`config.mk`:
```
export PLATFORM = sky130hd
export DESIGN_NAME = psk_burst_scheduler_flat
export DESIGN_NICKNAME = d
export VERILOG_FILES = /design/src/rtl/psk_burst_scheduler_if.sv /design/src/rtl/psk_burst_scheduler.sv /design/src/flat_wrapper.sv
export SDC_FILE = /design/constraint.sdc
export NUM_CORES = 1
export LEC_CHECK = 0
export CAP_MARGIN = 10
export CORE_UTILIZATION = 47
export DETAILED_ROUTE_END_ITERATION = 12
export PLACE_DENSITY = 0.67
export SLEW_MARGIN = 25
export SYNTH_ARGS = -nofsm -noshare
export SYNTH_HDL_FRONTEND = slang
export SYNTH_SLANG_ARGS = --single-unit
```
`constraint.sdc`:
```
create_clock -name CLK -period 3.2 [get_ports CLK]
set_clock_uncertainty 0.2 [all_clocks]
set_input_delay 0.32 -clock CLK [delete_from_list [all_inputs] [get_ports CLK]]
set_output_delay 0.32 -clock CLK [all_outputs]
set_load 0.005 [all_outputs]
```
`src/rtl/psk_burst_scheduler_if.sv`:
```
// Control-side bundle of the PSK burst scheduler: burst settings and start request in,
// impulse strobes, gate, phase code and burst status out.
interface psk_burst_scheduler_if;
    logic        SIGN_START_GEN;
    logic [9:0]  T_IMPULSE;
    logic [12:0] T_PERIOD;
    logic [4:0]  NUM_OF_IMP;
    logic [15:0] T_CHIP;
    logic        SIGN_START_CALC;
    logic        SIGN_STOP_CALC;
    logic        GATE;
    logic        PHASE_FLIP;
    logic [4:0]  IMP_INDEX;
    logic        BUSY;
    logic        DONE;

    modport master (
        output SIGN_START_GEN, T_IMPULSE, T_PERIOD, NUM_OF_IMP, T_CHIP,
        input  SIGN_START_CALC, SIGN_STOP_CALC, GATE, PHASE_FLIP, IMP_INDEX, BUSY, DONE
    );

    modport slave (
        input  SIGN_START_GEN, T_IMPULSE, T_PERIOD, NUM_OF_IMP, T_CHIP,
        output SIGN_START_CALC, SIGN_STOP_CALC, GATE, PHASE_FLIP, IMP_INDEX, BUSY, DONE
    );
endinterface

```
`src/rtl/psk_burst_scheduler.sv`:
```
// Burst sequencer for the PSK impulse generator: turns a start edge plus latched
// impulse-train settings into gate/strobe timing and a per-chip binary phase code.
module psk_burst_scheduler #(
    parameter int                  CLK_PER_US = 500,
    parameter int                  CODE_LEN   = 13,
    parameter logic [CODE_LEN-1:0] CODE       = 13'b1111100110101
) (
    input  logic                 CLK,
    input  logic                 RESET,
    psk_burst_scheduler_if.slave bus
);
    localparam logic [1:0]  S_IDLE     = 2'd0;
    localparam logic [1:0]  S_ON       = 2'd1;
    localparam logic [1:0]  S_OFF      = 2'd2;
    localparam logic [15:0] PRESC_LAST = 16'(CLK_PER_US - 1);
    localparam logic [4:0]  CHIP_LAST  = 5'(CODE_LEN - 1);

    // Code re-ordered so that bit j holds the value of chip j.
    logic [31:0] chipTable;
    for (genvar g = 0; g < 32; g++) begin : gChip
        if (g < CODE_LEN) begin : gUsed
            assign chipTable[g] = CODE[CODE_LEN-1-g];
        end else begin : gPad
            assign chipTable[g] = 1'b0;
        end
    end

    logic [1:0]  state_q, state_d;
    logic        startPrev_q, armed_q;
    logic [15:0] presc_q, presc_d;
    logic [13:0] usCnt_q, usCnt_d;
    logic [15:0] chipCyc_q, chipCyc_d;
    logic [4:0]  chipIdx_q, chipIdx_d;
    logic [13:0] impLastUs_q, impLastUs_d;
    logic [13:0] periodLastUs_q, periodLastUs_d;
    logic [4:0]  lastImp_q, lastImp_d;
    logic [15:0] tChip_q, tChip_d;
    logic        startCalc_q, startCalc_d;
    logic        stopCalc_q, stopCalc_d;
    logic        gate_q, gate_d;
    logic        phase_q, phase_d;
    logic        busy_q, busy_d;
    logic        done_q, done_d;
    logic [4:0]  impIndex_q, impIndex_d;

    logic        startEdge, tickEnd, beginImpulse;
    logic [4:0]  chipNext;
    logic [13:0] teffUs;

    always_comb begin
        state_d        = state_q;
        presc_d        = presc_q;
        usCnt_d        = usCnt_q;
        chipCyc_d      = chipCyc_q;
        chipIdx_d      = chipIdx_q;
        impLastUs_d    = impLastUs_q;
        periodLastUs_d = periodLastUs_q;
        lastImp_d      = lastImp_q;
        tChip_d        = tChip_q;
        startCalc_d    = 1'b0;
        stopCalc_d     = 1'b0;
        done_d         = 1'b0;
        gate_d         = gate_q;
        phase_d        = phase_q;
        busy_d         = busy_q;
        impIndex_d     = impIndex_q;
        beginImpulse   = 1'b0;

        startEdge = armed_q & bus.SIGN_START_GEN & ~startPrev_q;
        tickEnd   = (presc_q == PRESC_LAST);
        chipNext  = (chipIdx_q == CHIP_LAST) ? 5'd0 : chipIdx_q + 5'd1;
        teffUs    = ({1'b0, bus.T_PERIOD} > {4'd0, bus.T_IMPULSE})
                    ? {1'b0, bus.T_PERIOD} : {4'd0, bus.T_IMPULSE} + 14'd1;

        // The microsecond count runs from impulse start across both ON and OFF.
        if (state_q != S_IDLE) begin
            presc_d = tickEnd ? 16'd0 : presc_q + 16'd1;
            usCnt_d = tickEnd ? usCnt_q + 14'd1 : usCnt_q;
        end

        case (state_q)
            S_IDLE: begin
                if (startEdge && !done_q) begin
                    if (bus.NUM_OF_IMP == 5'd0 || bus.T_IMPULSE == 10'd0) begin
                        done_d = 1'b1;
                    end else begin
                        impLastUs_d    = {4'd0, bus.T_IMPULSE} - 14'd1;
                        periodLastUs_d = teffUs - 14'd1;
                        lastImp_d      = bus.NUM_OF_IMP - 5'd1;
                        tChip_d        = bus.T_CHIP;
                        busy_d         = 1'b1;
                        impIndex_d     = 5'd0;
                        beginImpulse   = 1'b1;
                    end
                end
            end
            S_ON: begin
                if (tChip_q != 16'd0) begin
                    if (chipCyc_q == tChip_q - 16'd1) begin
                        chipCyc_d = 16'd0;
                        chipIdx_d = chipNext;
                        phase_d   = chipTable[chipNext];
                    end else begin
                        chipCyc_d = chipCyc_q + 16'd1;
                    end
                end
                if (tickEnd && usCnt_q == impLastUs_q) begin
                    gate_d     = 1'b0;
                    phase_d    = 1'b0;
                    stopCalc_d = 1'b1;
                    if (impIndex_q == lastImp_q) begin
                        state_d = S_IDLE;
                        busy_d  = 1'b0;
                        done_d  = 1'b1;
                    end else begin
                        state_d = S_OFF;
                    end
                end
            end
            S_OFF: begin
                if (tickEnd && usCnt_q == periodLastUs_q) begin
                    impIndex_d   = impIndex_q + 5'd1;
                    beginImpulse = 1'b1;
                end
            end
            default: state_d = S_IDLE;
        endcase

        // Every impulse restarts all counters so the period is exact in cycles.
        if (beginImpulse) begin
            state_d     = S_ON;
            gate_d      = 1'b1;
            startCalc_d = 1'b1;
            presc_d     = 16'd0;
            usCnt_d     = 14'd0;
            chipCyc_d   = 16'd0;
            chipIdx_d   = 5'd0;
            phase_d     = (tChip_d != 16'd0) & chipTable[0];
        end
    end

    // armed_q keeps a start input already high at reset release from counting as an edge.
    always_ff @(posedge CLK or negedge RESET) begin
        if (!RESET) begin
            state_q        <= S_IDLE;
            startPrev_q    <= 1'b0;
            armed_q        <= 1'b0;
            presc_q        <= 16'd0;
            usCnt_q        <= 14'd0;
            chipCyc_q      <= 16'd0;
            chipIdx_q      <= 5'd0;
            impLastUs_q    <= 14'd0;
            periodLastUs_q <= 14'd0;
            lastImp_q      <= 5'd0;
            tChip_q        <= 16'd0;
            startCalc_q    <= 1'b0;
            stopCalc_q     <= 1'b0;
            gate_q         <= 1'b0;
            phase_q        <= 1'b0;
            busy_q         <= 1'b0;
            done_q         <= 1'b0;
            impIndex_q     <= 5'd0;
        end else begin
            state_q        <= state_d;
            startPrev_q    <= bus.SIGN_START_GEN;
            armed_q        <= 1'b1;
            presc_q        <= presc_d;
            usCnt_q        <= usCnt_d;
            chipCyc_q      <= chipCyc_d;
            chipIdx_q      <= chipIdx_d;
            impLastUs_q    <= impLastUs_d;
            periodLastUs_q <= periodLastUs_d;
            lastImp_q      <= lastImp_d;
            tChip_q        <= tChip_d;
            startCalc_q    <= startCalc_d;
            stopCalc_q     <= stopCalc_d;
            gate_q         <= gate_d;
            phase_q        <= phase_d;
            busy_q         <= busy_d;
            done_q         <= done_d;
            impIndex_q     <= impIndex_d;
        end
    end

    assign bus.SIGN_START_CALC = startCalc_q;
    assign bus.SIGN_STOP_CALC  = stopCalc_q;
    assign bus.GATE            = gate_q;
    assign bus.PHASE_FLIP      = phase_q;
    assign bus.IMP_INDEX       = impIndex_q;
    assign bus.BUSY            = busy_q;
    assign bus.DONE            = done_q;
endmodule

```
`src/flat_wrapper.sv`:
```
// flat-port wrapper written by rule: the top's interface ports become plain ports
module psk_burst_scheduler_flat 
#(
    parameter int                  CLK_PER_US = 500,
    parameter int                  CODE_LEN   = 13,
    parameter logic [CODE_LEN-1:0] CODE       = 13'b1111100110101
)
  (CLK, RESET, bus_SIGN_START_GEN, bus_T_IMPULSE, bus_T_PERIOD, bus_NUM_OF_IMP, bus_T_CHIP, bus_SIGN_START_CALC, bus_SIGN_STOP_CALC, bus_GATE, bus_PHASE_FLIP, bus_IMP_INDEX, bus_BUSY, bus_DONE);
  psk_burst_scheduler_if bus_i ();
  input  logic CLK;
  input  logic RESET;
  input wire logic [$bits(bus_i.SIGN_START_GEN)-1:0] bus_SIGN_START_GEN;
  input wire logic [$bits(bus_i.T_IMPULSE)-1:0] bus_T_IMPULSE;
  input wire logic [$bits(bus_i.T_PERIOD)-1:0] bus_T_PERIOD;
  input wire logic [$bits(bus_i.NUM_OF_IMP)-1:0] bus_NUM_OF_IMP;
  input wire logic [$bits(bus_i.T_CHIP)-1:0] bus_T_CHIP;
  output wire logic [$bits(bus_i.SIGN_START_CALC)-1:0] bus_SIGN_START_CALC;
  output wire logic [$bits(bus_i.SIGN_STOP_CALC)-1:0] bus_SIGN_STOP_CALC;
  output wire logic [$bits(bus_i.GATE)-1:0] bus_GATE;
  output wire logic [$bits(bus_i.PHASE_FLIP)-1:0] bus_PHASE_FLIP;
  output wire logic [$bits(bus_i.IMP_INDEX)-1:0] bus_IMP_INDEX;
  output wire logic [$bits(bus_i.BUSY)-1:0] bus_BUSY;
  output wire logic [$bits(bus_i.DONE)-1:0] bus_DONE;
  assign bus_i.SIGN_START_GEN = bus_SIGN_START_GEN;
  assign bus_i.T_IMPULSE = bus_T_IMPULSE;
  assign bus_i.T_PERIOD = bus_T_PERIOD;
  assign bus_i.NUM_OF_IMP = bus_NUM_OF_IMP;
  assign bus_i.T_CHIP = bus_T_CHIP;
  assign bus_SIGN_START_CALC = bus_i.SIGN_START_CALC;
  assign bus_SIGN_STOP_CALC = bus_i.SIGN_STOP_CALC;
  assign bus_GATE = bus_i.GATE;
  assign bus_PHASE_FLIP = bus_i.PHASE_FLIP;
  assign bus_IMP_INDEX = bus_i.IMP_INDEX;
  assign bus_BUSY = bus_i.BUSY;
  assign bus_DONE = bus_i.DONE;
  psk_burst_scheduler #(.CLK_PER_US(CLK_PER_US), .CODE_LEN(CODE_LEN), .CODE(CODE)) u_core (.CLK(CLK), .RESET(RESET), .bus(bus_i));
endmodule
```
# Word level (Yosys, flattened, before mapping)

Memory sizes are Yosys's and may differ from the RTL's.
Cells that the tools add are included.

Register bits: 115
Memory bits (read-only): 32
Output and inout port bits: 11
Memories: 1

$add $sub $neg: 10
$lt $le $gt $ge: 2
Eq/ne operators: 15
Multiplexer cells: 53
Bitwise logic cells: 4
Reductions and logical operators: 31

Memory list:

| memory           | words | width | rd ports | clocked after memory_dff | wr ports | RTL line                   | source |
|---|---|---|---|---|---|---|---|
| (name not given) | 32    | 1     | 1        | 0                        | 0        | psk_burst_scheduler.sv:102 | `phase_d = chipTable[chipNext];` |

Operator list:

| operator                                                   | number |
|---|---|
| two-way mux 16 bit                                         | 10 |
| two-way mux 14 bit                                         | 4 |
| two-way mux 5 bit                                          | 8 |
| adder 16 x 1 -> 16 bit, second input constant              | 2 |
| nonzero test 16 bit                                        | 2 |
| == test 14 bit                                             | 2 |
| two-way mux 1 bit                                          | 23 |
| nonzero test 2 bit                                         | 9 |
| == test 16 bit                                             | 1 |
| == test 16 x 9 -> 1 bit, second input constant             | 1 |
| subtractor 16 x 1 -> 16 bit, second input constant         | 1 |
| adder 14 x 1 -> 14 bit, second input constant              | 1 |
| subtractor 14 x 1 -> 14 bit, second input constant         | 1 |
| greater-than comparator 13 x 10 -> 1 bit                   | 1 |
| adder 10 x 1 -> 11 bit, second input constant              | 1 |
| subtractor 10 x 1 -> 11 bit, second input constant         | 1 |
| adder 5 x 1 -> 5 bit, second input constant                | 2 |
| logical NOT 10 bit                                         | 1 |
| inequality test 2 x 1 -> 1 bit, second input constant      | 5 |
| one-hot mux 5 bit (2 select lines)                         | 1 |
| AND reduction 3 bit                                        | 3 |
| AND reduction 2 bit                                        | 4 |
| less-than comparator 5 x 6 -> 1 bit, second input constant | 1 |
| two-way mux 2 bit                                          | 3 |
| other kinds (20)                                           | 27 |

# Depth between registers and ports, before layout

Depth after elaboration: 9
Depth in mapped cells: 17
Depth with buffers taken out: 14

# Worst setup path after synthesis

No wires, ideal clock.

Path kind: in2reg
Start: in bus_T_IMPULSE[4]
End: reg u_core.periodLastUs_q[12]
Arrival time: 3.707 ns
Setup slack: -0.789 ns
Stages on the path: 16
Path buffers: 3
Cells stage by stage: clkbuf_1 clkinv_1 ha_1 a21boi_0 o31ai_1 a22oi_1 buf_2 buf_1 mux2i_1 ha_1 and3_1 a31oi_1 nor4_1 mux2i_1 or3_1 a31oi_1

Cells in the longest elaborated chain, start to end: 4
Elaborated cells between the ends (all ways): 8
Those cells by class: 2 x add/sub; 1 x order compare; 1 x mux; 1 x bitwise; 3 x reduce/logical

Ends and longest elaborated chain:

| element                                                             | RTL line                   | source |
|---|---|---|
| from (decl)                                                         | flat_wrapper.sv:13         | `input wire logic [$bits(bus_i.T_IMPULSE)-1:0] bus_T_IMPULSE;` |
| branches (longest 4 deep; another with subtractor 14 x 1 -> 14 bit) | n/a                        |  |
| to (signal assigned)                                                | psk_burst_scheduler.sv:172 | `periodLastUs_q <= periodLastUs_d;` |
| to (decl)                                                           | psk_burst_scheduler.sv:35  | `logic [13:0] periodLastUs_q, periodLastUs_d;` |

Parallel ways; which one is timed is not known.
A chain may end at the register's enable or synchronous reset.

# Worst setup path in the final report

Start: in bus_T_IMPULSE[7]
End: reg u_core.periodLastUs_q[10]

Same word-level chain as after synthesis.

==> flow_metrics.tcl <==
set metrics [dict create \
    core_area_sq_um 14800 \
    drive_gt1_share_pct 15.8 \
    status "complete, no violations" \
    clock_latency_ns 0.36 \
    syn_avg_cell_area_sq_um 8.51 \
    r2r_start "u_core.tChip_q[1]" \
    arrival_ns 3.10 \
    yosys.area.top_type "dfrtp_1" \
    synth_cell_types 66 \
    critPathMaxFanout 3 \
    grt_overflow 0 \
    ys_top_cells_by_area "dfrtp_1 39%, xnor2_1 6.9%, nand2_1 6.6%" \
    ir_drop_mv 0.271 \
    clock-root-buffer "clkbuf_16" \
    antenna_cells 0 \
    clockBufferDepth 2 \
    tightest_slew_ns 0.735 \
    antenna_found_initial 0 \
    grt_start_max_net_pins 67 \
    final_core_util_pct 60.9 \
    final.min_clock_period_ns 3.07 \
    nFillCells 1326 \
    ys_warn_count 0 \
    whs_endpoint "u_core.periodLastUs_q[13]" \
    post_drt_wl_per_cell_um 16.2 \
    totalWireLength_um 18600 \
    syn_inst 850 \
    setup_viol 0 \
    gp_congestion 0.899 \
    crit_family "simple AND/OR/NAND/NOR gates" \
    synth_top_flop_cell "dfrtp_1" \
    ys_ff_latch 112 \
    clk_pin_slew_worst_paths_ns 0.07 \
    post-route-period-util_pct 95.8 \
    via_per_inst 5.68 \
    grt_use_total_pct 24.5 \
    portBuffers 57 \
    final_area_sq_um 8990 \
    hpwl_um 14200 \
    setup_ws_ns 0.135 \
    cp_num_buf_inv 2 \
    end_kind "flop" \
    synth_top_area_share_pct 38.7 \
    drtIter0Drc 440 \
    die_h_um 126 \
    firstDrtPassIters 5 \
    power_density_nw_per_um2 319 \
    grt_pass1_vias 6452 \
    worst-endpoint-required_ns 3.24 \
    finalHoldViolCount 0 \
    syn-num-nets 920 \
    htreeDepth 3 \
    cts_tree "built" \
    remaining_drc_errors 0 \
    io_pins 58 \
    slew_violations 0 \
    cp_cell_sequence "clkdlybuf4s15_1, inv_1, ha_1, nand3_2, nor3_4, o31ai_2, a22oi_2, mux2i_2, ha_2, and3_4, a31oi_2, or4_1, o211ai_1, a31oi_1" \
    ff2ff_path_depth 10 \
    dieArea_sq_um 15900 \
    syn_area_sq_um 7240 \
    max_stage_delay_ns 0.53 \
    relSlewSlack_pct 51.0 \
    final_nets 1031 \
    postRouteAntennaNets 0 \
    min-delay-start "bus_T_PERIOD[12]" \
    leakage_nw 3.99 \
    crit_slowest_cell "or4_1" \
    dpl-instance-area_sq_um 8560 \
    min_path_cells 3 \
    fmax_mhz 326 \
    ff2ff_setup_slack_ns 0.24 \
    drv_cap 0 \
    worstSetupStartpointType "input pin" \
    numCtsBuffers 9 \
    r2r_end "u_core.chipIdx_q[4]" \
    hp-class "input pin to flop" \
    cts_sinks 112 \
    critical_path_class "input pin to flop" \
    final_common_cell "nand2_1" \
    synth-edff-count 0 \
    setup-tns-final_ns 0 \
    seq_area_frac_synth_pct 38.7 \
    final_cell_mix "127 x nand2_1, 112 x dfrtp_1, 82 x buf_4" \
    row_count 44 \
    grt_pass1_wl_um 31300 \
    vias 6527 \
    finalPower_mw 2.87 \
    dieWidth_um 126 \
    initial_utilization_pct 49.1 \
    dp_slack_ns -0.573 \
    async_flop_share_pct 100 \
    syn2layout_area_growth_pct 24.2 \
]
-- power by group --
part           switching (mW)  total, mW  leakage (nW)  internal, mW
registers            0.000427       1.42          1.39          1.42
clock network           0.538       1.15         0.146         0.615
logic                   0.155      0.300          2.45         0.144
total                   0.694       2.87          3.99          2.17
-- per-layer routing --
layer	wire length, um	up-vias	share of wire [%]	global-route usage [%]
met5	0	-	0	0
met1	8830	3123	47	34.0
met3	808	29	4.3	3.91
met2	8620	166	46	39.0
met4	387	0	2.1	8.72
li1	-	3209	-	-
-- worst max path at each step --
stage / start / cells past startpoint / end / slack [ns]
2_1_floorplan: bus_T_IMPULSE[6] / 16 / u_core.periodLastUs_q[10] / -0.18
3_3_place_gp: bus_T_IMPULSE[8] / 14 / u_core.periodLastUs_q[10] / -0.41
3_5_place_dp: bus_T_IMPULSE[8] / 14 / u_core.periodLastUs_q[10] / -0.57
4_1_cts: bus_T_PERIOD[4] / 13 / u_core.periodLastUs_q[10] / 0.007
5_1_grt: bus_T_IMPULSE[3] / 14 / u_core.periodLastUs_q[10] / -0.01
6_report: bus_T_IMPULSE[7] / 14 / u_core.periodLastUs_q[10] / 0.13
-- repair_timing --
item                                    CTS  global route
endpoints found under the setup margin    4             5
pin swaps                                13            11
hold buffers                              1             0
setup buffers                             3             1
resized for setup                        23            30
endpoints found under the hold margin    54             0
-- kinds of logic after synthesis --
group                      count (synthesis)  synth area share [%]
and+or+nand+nor                          369                  25.7
AOI/OAI and AO/OA                        156                  13.2
DFF                                      112                  38.7
xor gates and xnor gates                 108                  13.1
buffers and inverters                     72                  3.96
adders and majority gates                 23                  3.98
muxes                                      9                  1.28
other                                      1                0.0518
-- through the flow --
| step | std cells | hold slack [ns] |
|---|---|---|
| floorplan | 850 | -0.176 |
| global placement | 1129 | 0.229 |
| detailed placement | 1129 | 0.231 |
| CTS | 1149 | 0.233 |
| global route | 1150 | 0.144 |
| finish | 1150 | 0.141 |
-- flip-flops by register name (all words and copies together), names as in the netlist, 2 cells and up --
signal and count:
u_core.chipCyc_q 16, u_core.impLastUs_q 11, u_core.chipIdx_q 5, u_core.state_q 2, u_core.usCnt_q 14, u_core.lastImp_q 5
u_core.presc_q 16, u_core.tChip_q 16, u_core.bus.IMP_INDEX 5, u_core.periodLastUs_q 14
-- cells in the mapped netlist (3+ instances only) --
cell type  number
mux2i_1         7
nand4_1        27
a31oi_1         9
o211ai_1        7
o2111ai_1       3
o31ai_1         6
buf_2           7
xor2_1         51
o22ai_1         5
nor3_1         27
nor4_2          3
xnor2_1        57
and4_1          4
clkbuf_1       31
nor3b_1         6
a21oi_1        34
nand3_1        30
inv_1          28
ha_1           23
or3_1          12
nand2_1       127
or4_1           3
and2_1          8
nor2_1         62
nor2b_1         5
o31a_1          5
and3_1         18
o21a_1          3
o21ai_0        62
buf_1           3
nor4_1         16
nand2b_1        3
dfrtp_1       112
-- final cells by class --
cell class / count / area (sq um) / area share, %
timing repair buffer: 142 / 1230 / 13.7
sequential: 112 / 2800 / 31.2
inverter: 30 / 120 / 1.34
tap: 184 / 230 / 2.56
multi-input combinational: 666 / 4300 / 47.8
clock inverter: 7 / 77.6 / 0.863
clock buffer: 9 / 225 / 2.50
-- worst min-delay path, cell delays in order --
cell,delay (ns)
dlymetal6s2s_1,0.13
buf_4,0.13
o41ai_1,0.07
Note: power is estimated with default switching activity, not from simulation.
